--- config.mk ---
export PLATFORM = sky130hd
export DESIGN_NAME = interrupt_control_flat
export DESIGN_NICKNAME = d
export VERILOG_FILES = /design/src/rtl/interrupt_control_if.sv /design/src/rtl/interrupt_control.sv /design/src/flat_wrapper.sv
export SDC_FILE = /design/constraint.sdc
export NUM_CORES = 1
export LEC_CHECK = 0
export ABC_CLOCK_PERIOD_IN_PS = 1580
export BUFFER_PORTS_ARGS = -buffer_cell sky130_fd_sc_hd__buf_4
export CORE_MARGIN = 5
export CORE_UTILIZATION = 44
export CTS_CLUSTER_DIAMETER = 200
export DETAILED_ROUTE_END_ITERATION = 6
export GPL_TIMING_DRIVEN = 0
export HOLD_SLACK_MARGIN = 0.08
export PLACE_DENSITY_LB_ADDON = 0.05
export SYNTH_ARGS = -nofsm -noshare
export SYNTH_HDL_FRONTEND = slang
export SYNTH_SLANG_ARGS = --single-unit
--- constraint.sdc ---
create_clock -name i_clk -period 1.58 [get_ports i_clk]
set_input_delay 0.079 -clock i_clk [delete_from_list [all_inputs] [get_ports i_clk]]
set_output_delay 0.079 -clock i_clk [all_outputs]
set_load 0.1 [all_outputs]
--- src/rtl/interrupt_control_if.sv ---
// Signal bundle between the cpu6502 core and the interrupt/reset sequencer.
// Clock and reset are plain ports on the sequencer, so they are not part of this bundle.
interface interrupt_control_if;
  logic        i_nmi_n;
  logic        i_irq_n;
  logic        i_p_i;
  logic        i_sync;
  logic        i_brk;
  logic        i_ack;
  logic        i_vec_rd;
  logic        o_int_pending;
  logic        o_in_service;
  logic [1:0]  o_kind;
  logic [15:0] o_vector;
  logic        o_b_flag;
  logic        o_set_i;
  logic        o_nmi_latched;

  // Core side: drives the pins and strobes, and reads back the sequencer outputs.
  modport master (
    output i_nmi_n, i_irq_n, i_p_i, i_sync, i_brk, i_ack, i_vec_rd,
    input  o_int_pending, o_in_service, o_kind, o_vector, o_b_flag, o_set_i, o_nmi_latched
  );

  // Sequencer side.
  modport slave (
    input  i_nmi_n, i_irq_n, i_p_i, i_sync, i_brk, i_ack, i_vec_rd,
    output o_int_pending, o_in_service, o_kind, o_vector, o_b_flag, o_set_i, o_nmi_latched
  );
endinterface

--- src/rtl/interrupt_control.sv ---
// Interrupt and reset sequencer for the cpu6502 core.
// Synchronises NMI/IRQ, latches NMI edges, arbitrates RESET/NMI/IRQ/BRK and
// supplies the vector, the B value to push and the set-I pulse.
//
// state     | meaning
// ----------+---------------------------------------------------------
// S_RESET   | reset seen, waiting for the core to start the reset sequence
// S_IDLE    | nothing pending; polling at i_sync, BRK accepted at i_ack
// S_PENDING | NMI or IRQ decided at a poll point, waiting for i_ack
// S_SERVICE | sequence running, waiting for the vector low-byte fetch
module interrupt_control #(
  parameter int          SYNC_STAGES  = 2,
  parameter logic [15:0] NMI_VECTOR   = 16'hFFFA,
  parameter logic [15:0] RESET_VECTOR = 16'hFFFC,
  parameter logic [15:0] IRQ_VECTOR   = 16'hFFFE
) (
  input logic               i_clk,
  input logic               i_reset_n,
  interrupt_control_if.slave bus
);

  typedef enum logic [1:0] {
    S_RESET   = 2'd0,
    S_IDLE    = 2'd1,
    S_PENDING = 2'd2,
    S_SERVICE = 2'd3
  } state_t;

  localparam logic [1:0] KIND_RESET = 2'd0;
  localparam logic [1:0] KIND_NMI   = 2'd1;
  localparam logic [1:0] KIND_IRQ   = 2'd2;
  localparam logic [1:0] KIND_BRK   = 2'd3;

  state_t                 state_q, state_d;
  logic [SYNC_STAGES-1:0] nmi_sync_q;
  logic [SYNC_STAGES-1:0] irq_sync_q;
  logic                   nmi_prev_q;
  logic                   nmi_latch_q, nmi_latch_d;
  logic [1:0]             kind_q, kind_d;
  logic [15:0]            vector_q, vector_d;
  logic                   b_flag_q, b_flag_d;
  logic                   set_i_q, set_i_d;

  logic nmi_edge;
  logic irq_active;
  logic nmi_clear;

  assign nmi_edge   = ~nmi_sync_q[SYNC_STAGES-1] & nmi_prev_q;
  assign irq_active = ~irq_sync_q[SYNC_STAGES-1] & ~bus.i_p_i;

  // Pin synchronisers and NMI edge history; idle level is high.
  always_ff @(posedge i_clk) begin
    if (!i_reset_n) begin
      nmi_sync_q <= '1;
      irq_sync_q <= '1;
      nmi_prev_q <= 1'b1;
    end else begin
      nmi_sync_q <= {nmi_sync_q[SYNC_STAGES-2:0], bus.i_nmi_n};
      irq_sync_q <= {irq_sync_q[SYNC_STAGES-2:0], bus.i_irq_n};
      nmi_prev_q <= nmi_sync_q[SYNC_STAGES-1];
    end
  end

  // State and sequence registers.
  always_ff @(posedge i_clk) begin
    if (!i_reset_n) begin
      state_q     <= S_RESET;
      nmi_latch_q <= 1'b0;
      kind_q      <= KIND_RESET;
      vector_q    <= RESET_VECTOR;
      b_flag_q    <= 1'b0;
      set_i_q     <= 1'b0;
    end else begin
      state_q     <= state_d;
      nmi_latch_q <= nmi_latch_d;
      kind_q      <= kind_d;
      vector_q    <= vector_d;
      b_flag_q    <= b_flag_d;
      set_i_q     <= set_i_d;
    end
  end

  // Next-state decode: arbitration, hijack and NMI latch update.
  always_comb begin
    state_d   = state_q;
    kind_d    = kind_q;
    vector_d  = vector_q;
    b_flag_d  = b_flag_q;
    set_i_d   = 1'b0;
    nmi_clear = 1'b0;

    case (state_q)
      S_RESET: begin
        if (bus.i_ack) begin
          state_d  = S_SERVICE;
          kind_d   = KIND_RESET;
          vector_d = RESET_VECTOR;
          b_flag_d = 1'b0;
        end
      end
      S_IDLE: begin
        if (bus.i_sync && nmi_latch_q) begin
          state_d  = S_PENDING;
          kind_d   = KIND_NMI;
          vector_d = NMI_VECTOR;
          b_flag_d = 1'b0;
        end else if (bus.i_sync && irq_active) begin
          state_d  = S_PENDING;
          kind_d   = KIND_IRQ;
          vector_d = IRQ_VECTOR;
          b_flag_d = 1'b0;
        end else if (bus.i_ack && bus.i_brk) begin
          state_d  = S_SERVICE;
          kind_d   = KIND_BRK;
          vector_d = IRQ_VECTOR;
          b_flag_d = 1'b1;
        end
      end
      S_PENDING: begin
        // The poll decision is final; IRQ or I changing here cannot cancel it.
        if (bus.i_ack) begin
          state_d  = S_SERVICE;
          b_flag_d = 1'b0;
        end
      end
      S_SERVICE: begin
        if (bus.i_vec_rd) begin
          state_d = S_IDLE;
          set_i_d = 1'b1;
          // A reset sequence never touches the NMI latch; NMI always consumes it,
          // IRQ/BRK consume it only when hijacked (latch already set).
          if (kind_q != KIND_RESET) begin
            nmi_clear = 1'b1;
          end
          if ((kind_q == KIND_IRQ || kind_q == KIND_BRK) && nmi_latch_q) begin
            kind_d   = KIND_NMI;
            vector_d = NMI_VECTOR;
          end
        end
      end
      default: state_d = S_RESET;
    endcase

    // A new edge wins over a clear in the same cycle so that NMI is not lost.
    nmi_latch_d = nmi_edge | (nmi_latch_q & ~nmi_clear);
  end

  assign bus.o_int_pending = (state_q == S_RESET) || (state_q == S_PENDING);
  assign bus.o_in_service  = (state_q == S_SERVICE);
  assign bus.o_kind        = kind_q;
  assign bus.o_vector      = vector_q;
  assign bus.o_b_flag      = b_flag_q;
  assign bus.o_set_i       = set_i_q;
  assign bus.o_nmi_latched = nmi_latch_q;

endmodule

--- src/flat_wrapper.sv ---
// flat-port wrapper written by rule: the top's interface ports become plain ports
module interrupt_control_flat 
#(
  parameter int          SYNC_STAGES  = 2,
  parameter logic [15:0] NMI_VECTOR   = 16'hFFFA,
  parameter logic [15:0] RESET_VECTOR = 16'hFFFC,
  parameter logic [15:0] IRQ_VECTOR   = 16'hFFFE
)
  (i_clk, i_reset_n, bus_i_nmi_n, bus_i_irq_n, bus_i_p_i, bus_i_sync, bus_i_brk, bus_i_ack, bus_i_vec_rd, bus_o_int_pending, bus_o_in_service, bus_o_kind, bus_o_vector, bus_o_b_flag, bus_o_set_i, bus_o_nmi_latched);
  interrupt_control_if bus_i ();
  input logic i_clk;
  input logic i_reset_n;
  input wire logic [$bits(bus_i.i_nmi_n)-1:0] bus_i_nmi_n;
  input wire logic [$bits(bus_i.i_irq_n)-1:0] bus_i_irq_n;
  input wire logic [$bits(bus_i.i_p_i)-1:0] bus_i_p_i;
  input wire logic [$bits(bus_i.i_sync)-1:0] bus_i_sync;
  input wire logic [$bits(bus_i.i_brk)-1:0] bus_i_brk;
  input wire logic [$bits(bus_i.i_ack)-1:0] bus_i_ack;
  input wire logic [$bits(bus_i.i_vec_rd)-1:0] bus_i_vec_rd;
  output wire logic [$bits(bus_i.o_int_pending)-1:0] bus_o_int_pending;
  output wire logic [$bits(bus_i.o_in_service)-1:0] bus_o_in_service;
  output wire logic [$bits(bus_i.o_kind)-1:0] bus_o_kind;
  output wire logic [$bits(bus_i.o_vector)-1:0] bus_o_vector;
  output wire logic [$bits(bus_i.o_b_flag)-1:0] bus_o_b_flag;
  output wire logic [$bits(bus_i.o_set_i)-1:0] bus_o_set_i;
  output wire logic [$bits(bus_i.o_nmi_latched)-1:0] bus_o_nmi_latched;
  assign bus_i.i_nmi_n = bus_i_nmi_n;
  assign bus_i.i_irq_n = bus_i_irq_n;
  assign bus_i.i_p_i = bus_i_p_i;
  assign bus_i.i_sync = bus_i_sync;
  assign bus_i.i_brk = bus_i_brk;
  assign bus_i.i_ack = bus_i_ack;
  assign bus_i.i_vec_rd = bus_i_vec_rd;
  assign bus_o_int_pending = bus_i.o_int_pending;
  assign bus_o_in_service = bus_i.o_in_service;
  assign bus_o_kind = bus_i.o_kind;
  assign bus_o_vector = bus_i.o_vector;
  assign bus_o_b_flag = bus_i.o_b_flag;
  assign bus_o_set_i = bus_i.o_set_i;
  assign bus_o_nmi_latched = bus_i.o_nmi_latched;
  interrupt_control #(.SYNC_STAGES(SYNC_STAGES), .NMI_VECTOR(NMI_VECTOR), .RESET_VECTOR(RESET_VECTOR), .IRQ_VECTOR(IRQ_VECTOR)) u_core (.i_clk(i_clk), .i_reset_n(i_reset_n), .bus(bus_i));
endmodule
==> flow_metrics.tcl, run 1 <==
set metrics [dict create \
    drtIter0Drc 13 \
    wl_per_cell_microns 10.7 \
    hold_viol_final 0 \
    leakagePower_uw 0.000445 \
    hold_class "in -> reg" \
    vias 570 \
    synth.distinct_cells 29 \
    r2r_setup_slack_ps 330 \
    holdWs_ps 119 \
    postLayoutCoreUtil_pct 64.2 \
    die_y_microns 49.1 \
    grtUsageTotal_pct 12.0 \
    core_area_sq_um 1470 \
    slowest_stage "dfxtp_1" \
    die_x_microns 49.1 \
    htree_levels 1 \
    pin_count 32 \
    grt_use_met2_pct 17.6 \
    synth_commonest_cells "14 x buf_4, 14 x dfxtp_1, 7 x nand2b_1" \
    drc 0 \
    critPathMaxFanout 7 \
    area_delta_synth_final_pct 40.3 \
    clock_latency_ps 280 \
    slew_violations 0 \
    cts.clk_slew.worst_paths_ps 90 \
    synthCells 73 \
    required_ps 1500 \
    drt-vias-per-instance 4.52 \
    port_buffers 17 \
    period_needed_ps 1320 \
    yosysSeqAreaShare_pct 41.6 \
    hpwl_mm 1.02 \
    dr.pass1.iters 4 \
    synth-seq-cells 14 \
    cp-start-kind "register" \
    syn_avg_cell_area_sq_um 9.22 \
    pwr_density_cell_nw_per_um2 1110 \
    antenna_left 0 \
    die-area_sq_um 2410 \
    cts_resized 0 \
    crit_type "reg -> out" \
    yosysTopAreaCell "dfxtp_1" \
    grt_pass1_vias 521 \
    grt_max_degree 11 \
    critPathCaptureType "primary output" \
    gp_congestion 0.773 \
    antenna_found_initial 0 \
    grt_util_met1_pct 14.8 \
    syn-cell-area_sq_um 673 \
    nets 120 \
    rsz0062_at_grt "no" \
    crit_path_cell_trace "and2_2 > buf_4" \
    busiest_layer "met2" \
    status "completed" \
    ys.flop_type "dfxtp_1" \
    nFillCells 136 \
    overflow 0 \
    skew_ps 7.57 \
    fmax_mhz 756 \
    cpPeakStageDelay_ps 470 \
    num_rows 14 \
    initial_core_util_pct 45.7 \
    ys.warnings.count 0 \
    yosysTopAreaCellShare_pct 41.6 \
    ys_top_cells_by_area "dfxtp_1 42%, buf_4 16%, nand2b_1 6.5%" \
    setup_tns_ps 0 \
    synth_edf_count 0 \
    timing.final.crit_share_pct 83.7 \
    cap_violations 0 \
    clock_path_buffers 2 \
    finalSetupViolCount 0 \
    use_met3_pct 4.28 \
    clock-sinks 14 \
    cts_tree "built" \
    diodes 0 \
    ir_drop_uv 683 \
    drive_gt1_share_pct 40.0 \
    numCtsBuffers 3 \
    synth-async-reset-ratio_pct 0 \
    grt_pass1_wl_mm 2.30 \
    cp_data_arrival_time_ps 1240 \
    totalWireLength_mm 1.35 \
    root_buffer "clkbuf_4" \
]
==> routing by layer <==
layer	vias up	wire length [microns]
met3	2	146
met1	246	562
met2	28	628
met4	0	12
li1	294	-
met5	-	0
==> cell usage in the layout, fill, tap and decap left out, types with 2 or more instances in the layout <==
| cell type | n |
|---|---|
| nand2b_1 | 7 |
| nand2_1 | 4 |
| inv_1 | 2 |
| dlygate4sd3_1 | 4 |
| clkbuf_4 | 3 |
| dfxtp_1 | 12 |
| buf_4 | 31 |
| dfxtp_2 | 2 |
| conb_1 | 14 |
| o21ai_1 | 2 |
| nor2_1 | 5 |
| mux2i_1 | 3 |
==> power by group <==
| part | total [uW] | leakage [uW] | internal [uW] | switching [uW] |
|---|---|---|---|---|
| sequential | 393 | 0.000116 | 374 | 18.8 |
| clock | 258 | 0.0000210 | 140 | 118 |
| combinational | 393 | 0.000308 | 93.3 | 300 |
==> stage by stage <==
step                      std cells  instance area [sq um]  total power [uW]  setup WS, ps
final                           126                    945              1040           258
after global routing            126                    945              1090           209
after CTS                       126                    945              1050           258
after detailed placement        118                    868               784           367
after global placement          118                    868               783           360
after floorplan                  85                    721               729           112
==> sequential cells by signal (all words and copies together) (netlist names) <==
| signal | count |
|---|---|
| u_core.bus.o_kind | 2 |
| u_core.bus.o_set_i | 1 |
| u_core.nmi_prev_q | 1 |
| u_core.nmi_sync_q | 2 |
| u_core.state_q | 2 |
| u_core.bus.o_nmi_latched | 1 |
| u_core.bus.o_b_flag | 1 |
| u_core.irq_sync_q | 2 |
| u_core.bus.o_vector | 2 |
==> layout make-up <==
class / count / area, sq um / area share (%)
sequential: 14 / 283 / 29.9
multi-input combinational: 54 / 322 / 34.0
inverter: 2 / 7.51 / 0.795
clock buffer: 4 / 36.3 / 3.84
buffer: 15 / 109 / 11.5
timing repair buffer: 21 / 168 / 17.7
tap: 16 / 20.0 / 2.12
==> timing repair <==
action	4_1_cts	5_1_grt
hold endpoints to repair	6	0
setup buffers	0	0
hold buffers	4	0
setup endpoints to repair	0	0
==> path summary, 6_finish.rpt <==
check / from / endpoint / cells past startpoint
setup / recovery: u_core.state_q[0] / bus_o_in_service / 2
hold / removal: bus_i_ack / u_core.state_q[0] / 2
setup reg to reg: u_core.state_q[0] / u_core.bus.o_kind[1] / 4
hold reg to reg: u_core.nmi_sync_q[0] / u_core.nmi_sync_q[1] / 1
==> cell families (layout without fill, tap and decap cells) <==
group | after synthesis | after routing | synth area share (%)
flops | 14 | 14 | 41.6
other cells | 2 | 14 | 1.12
simple gates | 22 | 22 | 17.1
mux | 3 | 3 | 4.46
compound gates | 15 | 15 | 18.4
buf+inv | 17 | 42 | 17.3
==> worst max-delay path: cells and delay by family (launching register included) <==
kind	cells	cell delay [ps]
simple gates	1	210
flops	1	470
buf+inv	1	290
Power figures use the tool's default switching activity.
==> inputs of run 2 (changes only) <==
- ABC_CLOCK_PERIOD_IN_PS: 1580 -> 1200
- CORE_UTILIZATION: 44 -> 39
- clock period: 1.58 -> 1.2 ns (I/O delays scaled with it)
==> flow_metrics.tcl, run 2 (synthesized netlist as in run 1, its figures left out) <==
set metrics [dict create \
    dp_slack_ps 9.98 \
    root_buffer "clkbuf_4" \
    holdWs_ps 87.6 \
    grt_max_degree 11 \
    wl_per_cell_microns 10.9 \
    clock_latency_ps 280 \
    finalSetupViolCount 0 \
    slew_violations 0 \
    antenna_left 0 \
    leakagePower_uw 0.000455 \
    port_buffers 17 \
    numCtsBuffers 3 \
    p_seq_share_pct 37.2 \
    crit_start "u_core.state_q[0]" \
    num_rows 15 \
    final_common_cell "buf_4" \
    dr.pass1.iters 4 \
    drtIter0Drc 11 \
    core_area_sq_um 1690 \
    postLayoutCoreUtil_pct 58.4 \
    grt_pass1_vias 526 \
    p_sw_share_pct 41.8 \
    reg2reg_from "u_core.state_q[0]" \
    clock_path_buffers 2 \
    status "completed" \
    p_int_uw 811 \
    drc 0 \
    die_y_microns 51.5 \
    cp-start-kind "register" \
    cts_tree "built" \
    drive_gt1_share_pct 45.0 \
    design_area_sq_um 987 \
    totalWireLength_mm 1.40 \
    hold_viol_final 0 \
    die_x_microns 51.5 \
    fmax_mhz 864 \
    pin_count 32 \
    reg2reg_to "u_core.bus.o_vector[2]" \
    p_sw_uw 582 \
    critPathMaxFanout 7 \
    critPathCaptureType "primary output" \
    r2r_setup_slack_ps 60 \
    period_needed_ps 1160 \
    rsz0062_at_grt "yes" \
    cp_data_arrival_time_ps 1100 \
    die-area_sq_um 2660 \
    initial_core_util_pct 39.9 \
    cap_violations 0 \
    pwr_density_cell_nw_per_um2 1410 \
    p_comb_share_pct 38.2 \
    vias 569 \
    skew_ps 4.77 \
    htree_levels 1 \
    clock-sinks 14 \
    crit_type "reg -> out" \
    hold_class "in -> reg" \
    ff_latch_area_sq_um 294 \
    overflow 0 \
    placed_area_sq_um 883 \
    required_ps 1140 \
    cts.clk_slew.worst_paths_ps 90 \
    drt-vias-per-instance 4.45 \
    rr_worst_depth 4 \
    grt_pass1_wl_mm 2.28 \
    antenna_found_initial 0 \
    endpoint "bus_o_in_service" \
    nets 121 \
    area_delta_synth_final_pct 46.7 \
    finalWorstSetupSlack_ps 42.6 \
    grtUsageTotal_pct 11.2 \
    final_cell_mix "30 x buf_4, 14 x conb_1, 9 x dfxtp_1" \
    ir_drop_uv 747 \
    gp_congestion 0.794 \
    p_clk_share_pct 24.6 \
    hpwl_mm 1.03 \
    timing.final.crit_share_pct 96.5 \
    multi_input_area_sq_um 329 \
    diodes 0 \
    nFillCells 151 \
]
run 2: through the flow:
stage	std cells	setup TNS (ps)	total power [uW]
detailed placement	119	0	1030
finish	128	0	1390
global placement	119	-2.74	1030
floorplan	85	-551	960
global route	128	-48.5	1450
CTS	127	0	1390
run 2: worst min-delay path by stage:
| stage | startpoint | to | slack, ps | depth (start not counted) |
|---|---|---|---|---|
| 6_report | bus_i_ack | u_core.state_q[0] | 90 | 2 |
| 3_5_place_dp | bus_i_nmi_n | u_core.nmi_sync_q[0] | 250 | 2 |
| 2_1_floorplan | i_reset_n | u_core.nmi_prev_q | 130 | 1 |
| 3_3_place_gp | bus_i_irq_n | u_core.irq_sync_q[0] | 240 | 2 |
| 4_1_cts | bus_i_ack | u_core.state_q[0] | 90 | 2 |
| 5_1_grt | bus_i_ack | u_core.state_q[0] | 90 | 2 |
run 2: power groups by stage:
stage,Clock [uW],Sequential [uW],Combinational (uW)
6_report,343,518,532
5_1_grt,372,523,555
4_1_cts,352,516,522
3_5_place_dp,0,527,507
3_3_place_gp,0,527,506
2_1_floorplan,0,624,336
run 2: timing repair:
action                                  CTS  global route
hold buffers                              4             0
buffers inserted                          0             1
resized for setup                         2             3
endpoints found under the setup margin    1             5
endpoints found under the hold margin     6             0
pin swaps                                 0             1
run 2: area by class of cell:
cell class	instances	area share, %
Timing Repair Buffer	22	18.9
Sequential cell	14	29.8
Inverter	2	1.14
Clock buffer	4	3.68
Buffer	15	11.0
Tap cell	17	2.15
Multi-Input combinational cell	54	33.3
run 2: critical path, stage by stage, from the launching register on:
cell,delay (ps)
dfxtp_4,420
and2_2,200
buf_8,200
run 2: per-layer routing:
metal | wire length (microns) | vias up | GRT usage (%)
li1 | - | 292 | -
met1 | 588 | 251 | 14.4
met2 | 661 | 24 | 18.2
met3 | 133 | 2 | 1.72
met4 | 12 | 0 | 5.24
met5 | 0 | - | 0
==> inputs of run 3 (changes only) <==
- ABC_AREA: not set -> 1
- CORE_UTILIZATION: 39 -> 40
- CTS_CLUSTER_SIZE: not set -> 14
- MAX_ROUTING_LAYER: not set -> met4
==> flow_metrics.tcl, run 3 <==
set metrics [dict create \
    design_area_sq_um 1050 \
    dp_slack_ps 18.6 \
    synth-seq-cells 14 \
    numCtsBuffers 3 \
    core_area_sq_um 1730 \
    placed_area_sq_um 958 \
    antenna_found_initial 0 \
    finalSetupViolCount 0 \
    htree_levels 1 \
    critPathCaptureType "primary output" \
    rsz0062_at_grt "no" \
    drtIter0Drc 6 \
    die-area_sq_um 2770 \
    final_cell_mix "31 x buf_4, 14 x conb_1, 11 x inv_1" \
    slowest_stage "dfxtp_2" \
    synth_commonest_cells "14 x buf_4, 14 x dfxtp_1, 12 x inv_1, 12 x nand2_1" \
    p_sw_uw 609 \
    timing.final.crit_share_pct 94.1 \
    p_comb_share_pct 39.8 \
    nets 136 \
    clock_path_buffers 2 \
    synth_edf_count 0 \
    crit_path_cell_trace "nand2_4 > clkinvlp_4 > buf_8" \
    clock_latency_ps 280 \
    hold_viol_final 0 \
    ys.warnings.count 0 \
    diodes 0 \
    port_buffers 17 \
    pwr_density_cell_nw_per_um2 1350 \
    initial_core_util_pct 42.2 \
    overflow 0 \
    die_y_microns 52.7 \
    wl_per_cell_microns 9.50 \
    cp-start-kind "register" \
    dpl.cell_count 142 \
    dr.pass1.iters 4 \
    ir_drop_uv 699 \
    syn-cell-area_sq_um 728 \
    cts_tree "built" \
    cpPeakStageDelay_ps 410 \
    hold_class "in -> reg" \
    synth.distinct_cells 21 \
    final_common_cell "buf_4" \
    ys.flop_type "dfxtp_1" \
    finalWorstSetupSlack_ps 71.1 \
    p_seq_share_pct 36.6 \
    path_buf_inv 2 \
    pin_count 32 \
    synthCells 88 \
    status "completed" \
    p_clk_share_pct 23.7 \
    hpwl_mm 1.11 \
    skew_ps 2.86 \
    final_cells 151 \
    drc 0 \
    grtUsageTotal_pct 12.3 \
    cts.clk_slew.worst_paths_ps 80 \
    crit_type "reg -> out" \
    required_ps 1140 \
    period_needed_ps 1130 \
    root_buffer "clkbuf_4" \
    grt_max_degree 11 \
    area_delta_synth_final_pct 44.8 \
    num_rows 15 \
    yosysSeqAreaShare_pct 38.5 \
    leakagePower_uw 0.000519 \
    crit_family "flip-flops" \
    antenna_left 0 \
    yosysTopAreaCellShare_pct 38.5 \
    syn_avg_cell_area_sq_um 8.27 \
    critPathMaxFanout 4 \
    vias 608 \
    p_sw_share_pct 42.8 \
    drive_gt1_share_pct 50.0 \
    gp_congestion 0.792 \
    fmax_mhz 886 \
    cap_violations 0 \
    totalWireLength_mm 1.44 \
    grt_pass1_vias 580 \
    grt_pass1_wl_mm 2.45 \
    p_int_uw 813 \
    setup_tns_ps 0 \
    yosysTopAreaCell "dfxtp_1" \
    cp_data_arrival_time_ps 1070 \
    clock-sinks 14 \
    postLayoutCoreUtil_pct 61.1 \
    synth-async-reset-ratio_pct 0 \
    ys_top_cells_by_area "dfxtp_1 38%, buf_4 14%, inv_1 6.2%" \
    drt-vias-per-instance 4.03 \
    die_x_microns 52.7 \
    slew_violations 0 \
]
==> run 3: worst reg2reg max path: stages, from the launching register on <==
cell,delay (ps)
dfxtp_2,370
inv_1,70
nand2_2,70
nor2_4,130
nand3_4,130
nand2_4,110
nand2_1,60
a21oi_2,110
==> run 3: layer usage <==
metal	wire length, microns	vias to the layer above	track usage, %
met2	617	22	17.4
li1	-	326	-
met4	23	0	6.38
met1	683	256	15.9
met5	0	-	-
met3	110	4	3.42
==> run 3: repair_timing <==
action	in CTS	in global routing
pin swaps	0	1
cloned	0	0
endpoints found under the setup margin	3	7
resized for setup	2	2
endpoints found under the hold margin	6	0
hold buffers	4	0
setup buffers	0	1
==> run 3: cell type report <==
type	count	area, sq um
Tap cell	25	31.3
Multi-Input combinational cell	59	350
Fill cell	168	672
Inverter	12	48.8
Sequential cell	14	295
Timing Repair Buffer	22	183
Buffer	15	110
Clock buffer	4	36.3
==> run 3: cells by family after synthesis <==
logic type / Yosys count / synth area share (%)
buffers and inverters: 27 / 21.3
DFF: 14 / 38.5
AOI/OAI and AO/OA: 10 / 12.0
and+or+nand+nor: 35 / 27.1
other: 2 / 1.03
==> run 3: power groups by stage <==
stage,logic (uW),clock network [uW],registers [uW]
after floorplan,372,0,630
after global placement,544,0,531
after detailed placement,546,0,531
after CTS,559,347,520
after global routing,593,369,523
final,565,337,520
==> run 3: final timing paths <==
check / start / end / slack (ps) / cells after the start
setup reg to reg: u_core.state_q[1] / u_core.bus.o_kind[1] / 90 / 7
setup / recovery: u_core.state_q[1] / bus_o_in_service / 70 / 3
hold / removal: bus_i_ack / u_core.state_q[0] / 130 / 3
hold reg to reg: u_core.irq_sync_q[0] / u_core.irq_sync_q[1] / 420 / 1
==> run 3: metrics by stage <==
stage                     hold WS (ps)  total power [uW]
after global routing               153              1490
after floorplan                    129              1000
after CTS                          160              1430
final                              129              1420
after global placement             248              1070
after detailed placement           250              1080
